`src/rtl/uart_boot_loader.sv`:
```
// Purpose : UART 8N1 program loader; writes a checksummed frame of 16-bit words
//           into the program BSRAM from address 0 and then releases the CPU.
// Latency : memory write registered one cycle after the byte completing each word;
//           done/boot_mode update one cycle after the checksum byte.
// Backpressure: none; the UART line cannot be stalled, every byte is consumed on arrival.
// Ports:
//   clk, rst_n        clock, asynchronous active-low reset
//   rx                UART receive line (idle high, asynchronous)
//   mem_ad/mem_din    BSRAM write address / data
//   mem_wre/mem_ce    BSRAM write enable (1-cycle pulse) / chip enable (always 1)
//   boot_mode         1 while the loader owns memory, 0 once the CPU may run
//   done/err          sticky load-complete / frame-rejected flags
//   words_loaded      words written in the current or last frame
module uart_boot_loader #(
  parameter int CLKS_PER_BIT = 234,
  parameter int ADDR_W       = 11,
  parameter int DATA_W       = 16,
  parameter int TIMEOUT_CYC  = 2700000
) (
  input  logic              clk,
  input  logic              rst_n,
  input  logic              rx,
  output logic [ADDR_W-1:0] mem_ad,
  output logic [DATA_W-1:0] mem_din,
  output logic              mem_wre,
  output logic              mem_ce,
  output logic              boot_mode,
  output logic              done,
  output logic              err,
  output logic [ADDR_W:0]   words_loaded
);

  localparam int CW = $clog2(CLKS_PER_BIT);
  localparam int TW = $clog2(TIMEOUT_CYC);
  localparam logic [CW-1:0] HALF_M1 = CW'(CLKS_PER_BIT / 2 - 1);
  localparam logic [CW-1:0] FULL_M1 = CW'(CLKS_PER_BIT - 1);
  localparam logic [TW-1:0] TO_M1   = TW'(TIMEOUT_CYC - 1);
  localparam logic [16:0]   MAX_LEN = 17'(2 ** ADDR_W);

  // ---------------------------------------------------------------- receiver
  typedef enum logic [2:0] {R_IDLE, R_START, R_DATA, R_STOP, R_WAIT} rx_state_t;

  rx_state_t       rstate, rnext;
  logic            rx_s1, rx_s2, rx_d;
  logic [CW-1:0]   bit_cnt, cnt_n;
  logic [2:0]      bit_idx, idx_n;
  logic [7:0]      shreg, sh_n;
  logic            byte_valid, bv_n;
  logic            ferr, ferr_n;
  logic [7:0]      rx_byte;

  assign rx_byte = shreg;

  always_ff @(posedge clk or negedge rst_n) begin
    if (!rst_n) begin
      rx_s1      <= 1'b1;
      rx_s2      <= 1'b1;
      rx_d       <= 1'b1;
      rstate     <= R_IDLE;
      bit_cnt    <= '0;
      bit_idx    <= '0;
      shreg      <= '0;
      byte_valid <= 1'b0;
      ferr       <= 1'b0;
    end else begin
      rx_s1      <= rx;
      rx_s2      <= rx_s1;
      rx_d       <= rx_s2;
      rstate     <= rnext;
      bit_cnt    <= cnt_n;
      bit_idx    <= idx_n;
      shreg      <= sh_n;
      byte_valid <= bv_n;
      ferr       <= ferr_n;
    end
  end

  always_comb begin
    rnext  = rstate;
    cnt_n  = bit_cnt + 1'b1;
    idx_n  = bit_idx;
    sh_n   = shreg;
    bv_n   = 1'b0;
    ferr_n = 1'b0;
    case (rstate)
      R_IDLE: begin
        cnt_n = '0;
        if (rx_d && !rx_s2) rnext = R_START;
      end
      R_START: begin
        // Mid-bit re-check rejects glitches shorter than half a bit.
        if (bit_cnt == HALF_M1) begin
          cnt_n = '0;
          idx_n = '0;
          rnext = rx_s2 ? R_IDLE : R_DATA;
        end
      end
      R_DATA: begin
        if (bit_cnt == FULL_M1) begin
          cnt_n = '0;
          sh_n  = {rx_s2, shreg[7:1]};
          idx_n = bit_idx + 3'd1;
          if (bit_idx == 3'd7) rnext = R_STOP;
        end
      end
      R_STOP: begin
        if (bit_cnt == FULL_M1) begin
          cnt_n = '0;
          if (rx_s2) begin
            bv_n  = 1'b1;
            rnext = R_IDLE;
          end else begin
            ferr_n = 1'b1;
            rnext  = R_WAIT;
          end
        end
      end
      R_WAIT: begin
        // Line held low after a bad stop bit: re-arm only once it idles high.
        cnt_n = '0;
        if (rx_s2) rnext = R_IDLE;
      end
      default: rnext = R_IDLE;
    endcase
  end

  // ------------------------------------------------------------------ loader
  typedef enum logic [2:0] {SYNC, LEN_HI, LEN_LO, D_HI, D_LO, CSUM, DONE, ERR} ld_state_t;

  ld_state_t       state, nstate;
  logic [7:0]      len_hi, hi_byte, sum;
  logic [ADDR_W:0] len_q;
  logic [ADDR_W-1:0] addr;
  logic [TW-1:0]   idle_cnt;
  logic [15:0]     len_full;
  logic [ADDR_W:0] wl_inc;
  logic            in_frame, timeout_hit, sync_hit;

  assign mem_ce      = 1'b1;
  assign len_full    = {len_hi, rx_byte};
  assign wl_inc      = words_loaded + 1'b1;
  assign in_frame    = (state == LEN_HI) || (state == LEN_LO) || (state == D_HI) ||
                       (state == D_LO) || (state == CSUM);
  // A byte arriving on the expiry cycle wins over the timeout.
  assign timeout_hit = in_frame && !byte_valid && (idle_cnt == TO_M1);
  assign sync_hit    = ((state == SYNC) || (state == ERR)) && byte_valid && (rx_byte == 8'hA5);

  always_ff @(posedge clk or negedge rst_n) begin
    if (!rst_n) state <= SYNC;
    else        state <= nstate;
  end

  always_comb begin
    nstate = state;
    case (state)
      SYNC, ERR: if (sync_hit) nstate = LEN_HI;
      LEN_HI:    if (byte_valid) nstate = LEN_LO;
      LEN_LO: begin
        if (byte_valid) begin
          if (len_full == 16'd0 || {1'b0, len_full} > MAX_LEN) nstate = ERR;
          else                                                 nstate = D_HI;
        end
      end
      D_HI:      if (byte_valid) nstate = D_LO;
      D_LO:      if (byte_valid) nstate = (wl_inc == len_q) ? CSUM : D_HI;
      CSUM:      if (byte_valid) nstate = (rx_byte == sum) ? DONE : ERR;
      DONE:      nstate = DONE;
      default:   nstate = SYNC;
    endcase
    if (in_frame && (ferr || timeout_hit)) nstate = ERR;
  end

  always_ff @(posedge clk or negedge rst_n) begin
    if (!rst_n) begin
      mem_ad       <= '0;
      mem_din      <= '0;
      mem_wre      <= 1'b0;
      boot_mode    <= 1'b1;
      done         <= 1'b0;
      err          <= 1'b0;
      words_loaded <= '0;
      len_hi       <= '0;
      len_q        <= '0;
      hi_byte      <= '0;
      sum          <= '0;
      addr         <= '0;
      idle_cnt     <= '0;
    end else begin
      mem_wre <= 1'b0;
      if (!in_frame || byte_valid) idle_cnt <= '0;
      else                         idle_cnt <= idle_cnt + 1'b1;

      if (sync_hit) begin
        err          <= 1'b0;
        sum          <= '0;
        addr         <= '0;
        words_loaded <= '0;
      end

      if (byte_valid) begin
        case (state)
          LEN_HI: len_hi <= rx_byte;
          LEN_LO: len_q  <= len_full[ADDR_W:0];
          D_HI: begin
            hi_byte <= rx_byte;
            sum     <= sum + rx_byte;
          end
          D_LO: begin
            mem_din      <= {hi_byte, rx_byte};
            mem_ad       <= addr;
            mem_wre      <= 1'b1;
            addr         <= addr + 1'b1;
            words_loaded <= wl_inc;
            sum          <= sum + rx_byte;
          end
          default: ;
        endcase
      end

      if (nstate == ERR && state != ERR) err <= 1'b1;
      if (nstate == DONE && state == CSUM) begin
        done      <= 1'b1;
        boot_mode <= 1'b0;
      end
    end
  end

endmodule

```
`config.mk`:
```
export PLATFORM = sky130hd
export DESIGN_NAME = uart_boot_loader
export DESIGN_NICKNAME = d
export VERILOG_FILES = /design/src/rtl/uart_boot_loader.sv
export SDC_FILE = /design/constraint.sdc
export NUM_CORES = 1
export LEC_CHECK = 0
export CAP_MARGIN = 5
export CORE_MARGIN = 1.5
export CORE_UTILIZATION = 53
export DETAILED_ROUTE_END_ITERATION = 16
export GPL_TIMING_DRIVEN = 0
export MAX_ROUTING_LAYER = met4
export PLACE_DENSITY = 0.76
export SETUP_SLACK_MARGIN = 0.02
export SLEW_MARGIN = 30
export SYNTH_ARGS = -nofsm -noshare
export SYNTH_HDL_FRONTEND = slang
export SYNTH_SLANG_ARGS = --single-unit
```
`constraint.sdc`:
```
create_clock -name clk -period 2.1 [get_ports clk]
set_input_delay 0.21 -clock clk [delete_from_list [all_inputs] [get_ports clk]]
set_output_delay 0.21 -clock clk [all_outputs]
set_load 0.02 [all_outputs]
```
==> metrics.txt <==
drt total wl 16630 µm; min-delay src rx; R2R Path Start words_loaded[0]; Final Hold Fails 0; Setup Crit Path Kind flop to flop; Synth Instances 676; maximum fanout along the worst path 4; type of the most critical hold path primary input to flop; Layout Skew 0.005052 ns; clock tree buffer depth 2; YS warnings 0; hold_ws 0.1909 ns; core footprint 12570 µm²; DP HPWL 10380 µm; R2R setup slack -0.08 ns; vias in the first global route 5201; syn nets 695; post-route setup slack -0.08463 ns; antenna violations before repair 0; CTS root buf clkbuf_16; CTS tree yes; # IOs 47; first-pass GRT wire length 25790 µm; First-pass DRT Iterations 5; CP endpoint kind flop; grt ovf 0; reg2reg path depth 8; RSZ-0062 raised after global routing true; failing checks negative setup slack; GP Congestion 0.8946; via count 5424; fmax 457.7 MHz; drt drc 0; clock-pin slew on the worst setup and hold paths 0.06 ns; PwrDens 719.1 nW/µm²; Main synth FF type dfrtp_1; Skew-Pair Late Insertion Delay 0.42 ns; number of synthesized flops with an enable pin 0; Initial Util 54.08%; Max Slew Vio Count 0; average size of a mapped cell 10.05 µm²; VDD IR-drop max 550.8 µV; row count 41; Slew @ Worst Pin 0.5414 ns; WP data arrival 2.50 ns; Max-slew headroom 63.91%; startpoint types flop; die extent in x 116.2 µm; Post-DRT Antenna Nets 0; layout cells sized above 1 24.94%; 1st-iter DRT viols 419; # H-tree levels 4; Total GRT Usage 25.70%; worst path required time 2.41 ns; R2R Path End err; sequential share of the synthesized area 52.36%; flops & latches, synth 142; post-synth cell types 63; Final min period 2.185 ns; max_cap viols 0; setup TNS -0.1187 ns; Buffers on Ports 45; post-DR wirelength/cell 17.28 µm; Place WS -0.4307 ns; total die area 13510 µm²; number of nets in the layout 796; outcome finished, violations left; CTS Buf Count 17; hold worst-path end rx_s1; Die Y 116.2 µm; Setup Viol. Count Final 3; TritonCTS Sinks 142; Hold Path Depth 1; FFs w/ async S/R, synth 100.0%; final core utilization 70.38%; vias per inst 5.638; post-synthesis cell area 6797 µm²; antenna cells 0; largest net degree at the start of global routing 54; fin crit share 104.0%; LEAKAGE 4.010 nW; P&R area growth vs syn 30.15%
==> cell type report <==
| cell class | instances | area (µm²) |
|---|---|---|
| fillers | 884 | 3722 |
| well taps | 172 | 215.2 |
| inverters | 16 | 60.06 |
| flip-flops and latches | 142 | 3576 |
| plain buffers | 27 | 155.1 |
| clock inverters | 14 | 158.9 |
| clock buffers | 18 | 429.2 |
| repair buffers | 83 | 819.5 |
| multi-input cells | 490 | 3432 |
==> per-stage QoR <==
stage | cell area (µm²) | power, mW | std cells
after global placement | 7482 | 3.272 | 893
after global routing | 8846 | 6.588 | 962
after CTS | 8492 | 6.306 | 946
after detailed placement | 7542 | 3.312 | 895
final | 8846 | 6.362 | 962
after floorplan | 6817 | 3.173 | 676
==> per-layer routing <==
metal | GRT usage, % | up-vias | wire (µm)
met3 | 5.449 | 26 | 691
met1 | 33.00 | 2704 | 7351
li1 | - | 2531 | -
met5 | - | - | 0
met2 | 40.59 | 163 | 8290
met4 | 9.187 | 0 | 295
==> how the worst max path moves through the flow <==
| stage | from | end | cells past startpoint |
|---|---|---|---|
| finish | words_loaded[0] | err | 8 |
| global route | state[2] | sum[3] | 7 |
| CTS | words_loaded[0] | err | 8 |
| detailed placement | rx_byte[5] | done | 8 |
| global placement | rst_n | words_loaded[0] | 1 |
| floorplan | words_loaded[2] | err | 8 |
==> worst max-delay path, stage by stage, from the launching register on <==
cell,delay [ns]
dfrtp_2,0.45
buf_6,0.14
nand3_4,0.10
nor2_4,0.05
or4_4,0.51
o211ai_2,0.08
nand4_1,0.16
a221o_1,0.36
a32o_1,0.23
==> registers in the layout, summed over array words and instances, names as in the netlist, 3 cells and up <==
| register | cells |
|---|---|
| bit_idx | 3 |
| len_hi | 8 |
| rx_byte | 8 |
| words_loaded | 12 |
| hi_byte | 8 |
| rstate | 3 |
| sum | 8 |
| len_q | 12 |
| addr | 11 |
| state | 3 |
| idle_cnt | 22 |
| bit_cnt | 8 |
| mem_din | 16 |
| mem_ad | 11 |
==> kinds of logic after synthesis <==
family	share of synthesized area, %
multiplexers	6.094
buffers and inverters	2.688
AO/OA/AOI/OAI	7.898
AND/OR/NAND/NOR	20.77
adder cells (fa/ha/maj)	3.056
other	0.05518
flip-flops	52.36
XOR/XNOR	7.088
==> power breakdown <==
part           switching, mW  internal [mW]  total [mW]
clock                   1.23           1.77        3.00
sequential             0.132           2.82        2.95
combinational          0.229          0.177       0.406
total                   1.59           4.77        6.36
==> synthesized netlist by cell type (3+ instances only) <==
| library cell | n | share of area (%) |
|---|---|---|
| nand4_1 | 10 | 0.92 |
| nand2_1 | 121 | 6.7 |
| o21ai_0 | 42 | 3.1 |
| nor3_1 | 13 | 0.96 |
| nor4_1 | 6 | 0.55 |
| a21oi_1 | 17 | 1.3 |
| nor2b_1 | 5 | 0.46 |
| xnor2_1 | 26 | 3.4 |
| ha_1 | 15 | 2.8 |
| nand2b_1 | 4 | 0.37 |
| clkbuf_1 | 19 | 1.0 |
| nand3b_1 | 3 | 0.33 |
| nor2_1 | 55 | 3.0 |
| o31ai_1 | 8 | 0.88 |
| buf_2 | 5 | 0.37 |
| nand3_1 | 33 | 2.4 |
| inv_1 | 15 | 0.83 |
| dfrtp_1 | 138 | 51 |
| xor2_1 | 29 | 3.7 |
| dfstp_2 | 4 | 1.5 |
| and2_1 | 3 | 0.28 |
| and3_1 | 12 | 1.1 |
| and4_1 | 5 | 0.64 |
| mux2_2 | 35 | 5.8 |
| or3_1 | 5 | 0.46 |
==> layout by cell type (no fill, tap or decap), drive strengths merged, types with 3 or more instances in the layout <==
| cell | netlist | final |
|---|---|---|
| nor4 | 6 | 6 |
| clkdlybuf4s50 | 0 | 44 |
| xor2 | 29 | 29 |
| nand2b | 4 | 4 |
| dfrtp | 138 | 138 |
| nor2b | 5 | 5 |
| or3 | 5 | 5 |
| a21oi | 18 | 18 |
| nor3 | 14 | 14 |
| clkinvlp | 0 | 5 |
| nor2 | 56 | 56 |
| and4 | 5 | 5 |
| and2 | 4 | 4 |
| nand3 | 34 | 34 |
| dfstp | 4 | 4 |
| and3 | 12 | 12 |
| inv | 16 | 21 |
| o21ai | 43 | 43 |
| buf | 9 | 50 |
| clkbuf | 19 | 33 |
| mux2 | 35 | 35 |
| o31ai | 8 | 8 |
| xnor2 | 26 | 26 |
| nand4 | 11 | 11 |
| nand2 | 121 | 121 |
| nand3b | 3 | 3 |
| ha | 15 | 15 |
==> repair_timing <==
item | in CTS | in global routing
pin swaps | 13 | 16
setup endpoints to repair | 68 | 60
resized for setup | 56 | 55
hold endpoints to repair | 44 | 0
setup buffers | 19 | 16
hold buffers | 1 | 0
(Power assumes the default switching activity.)
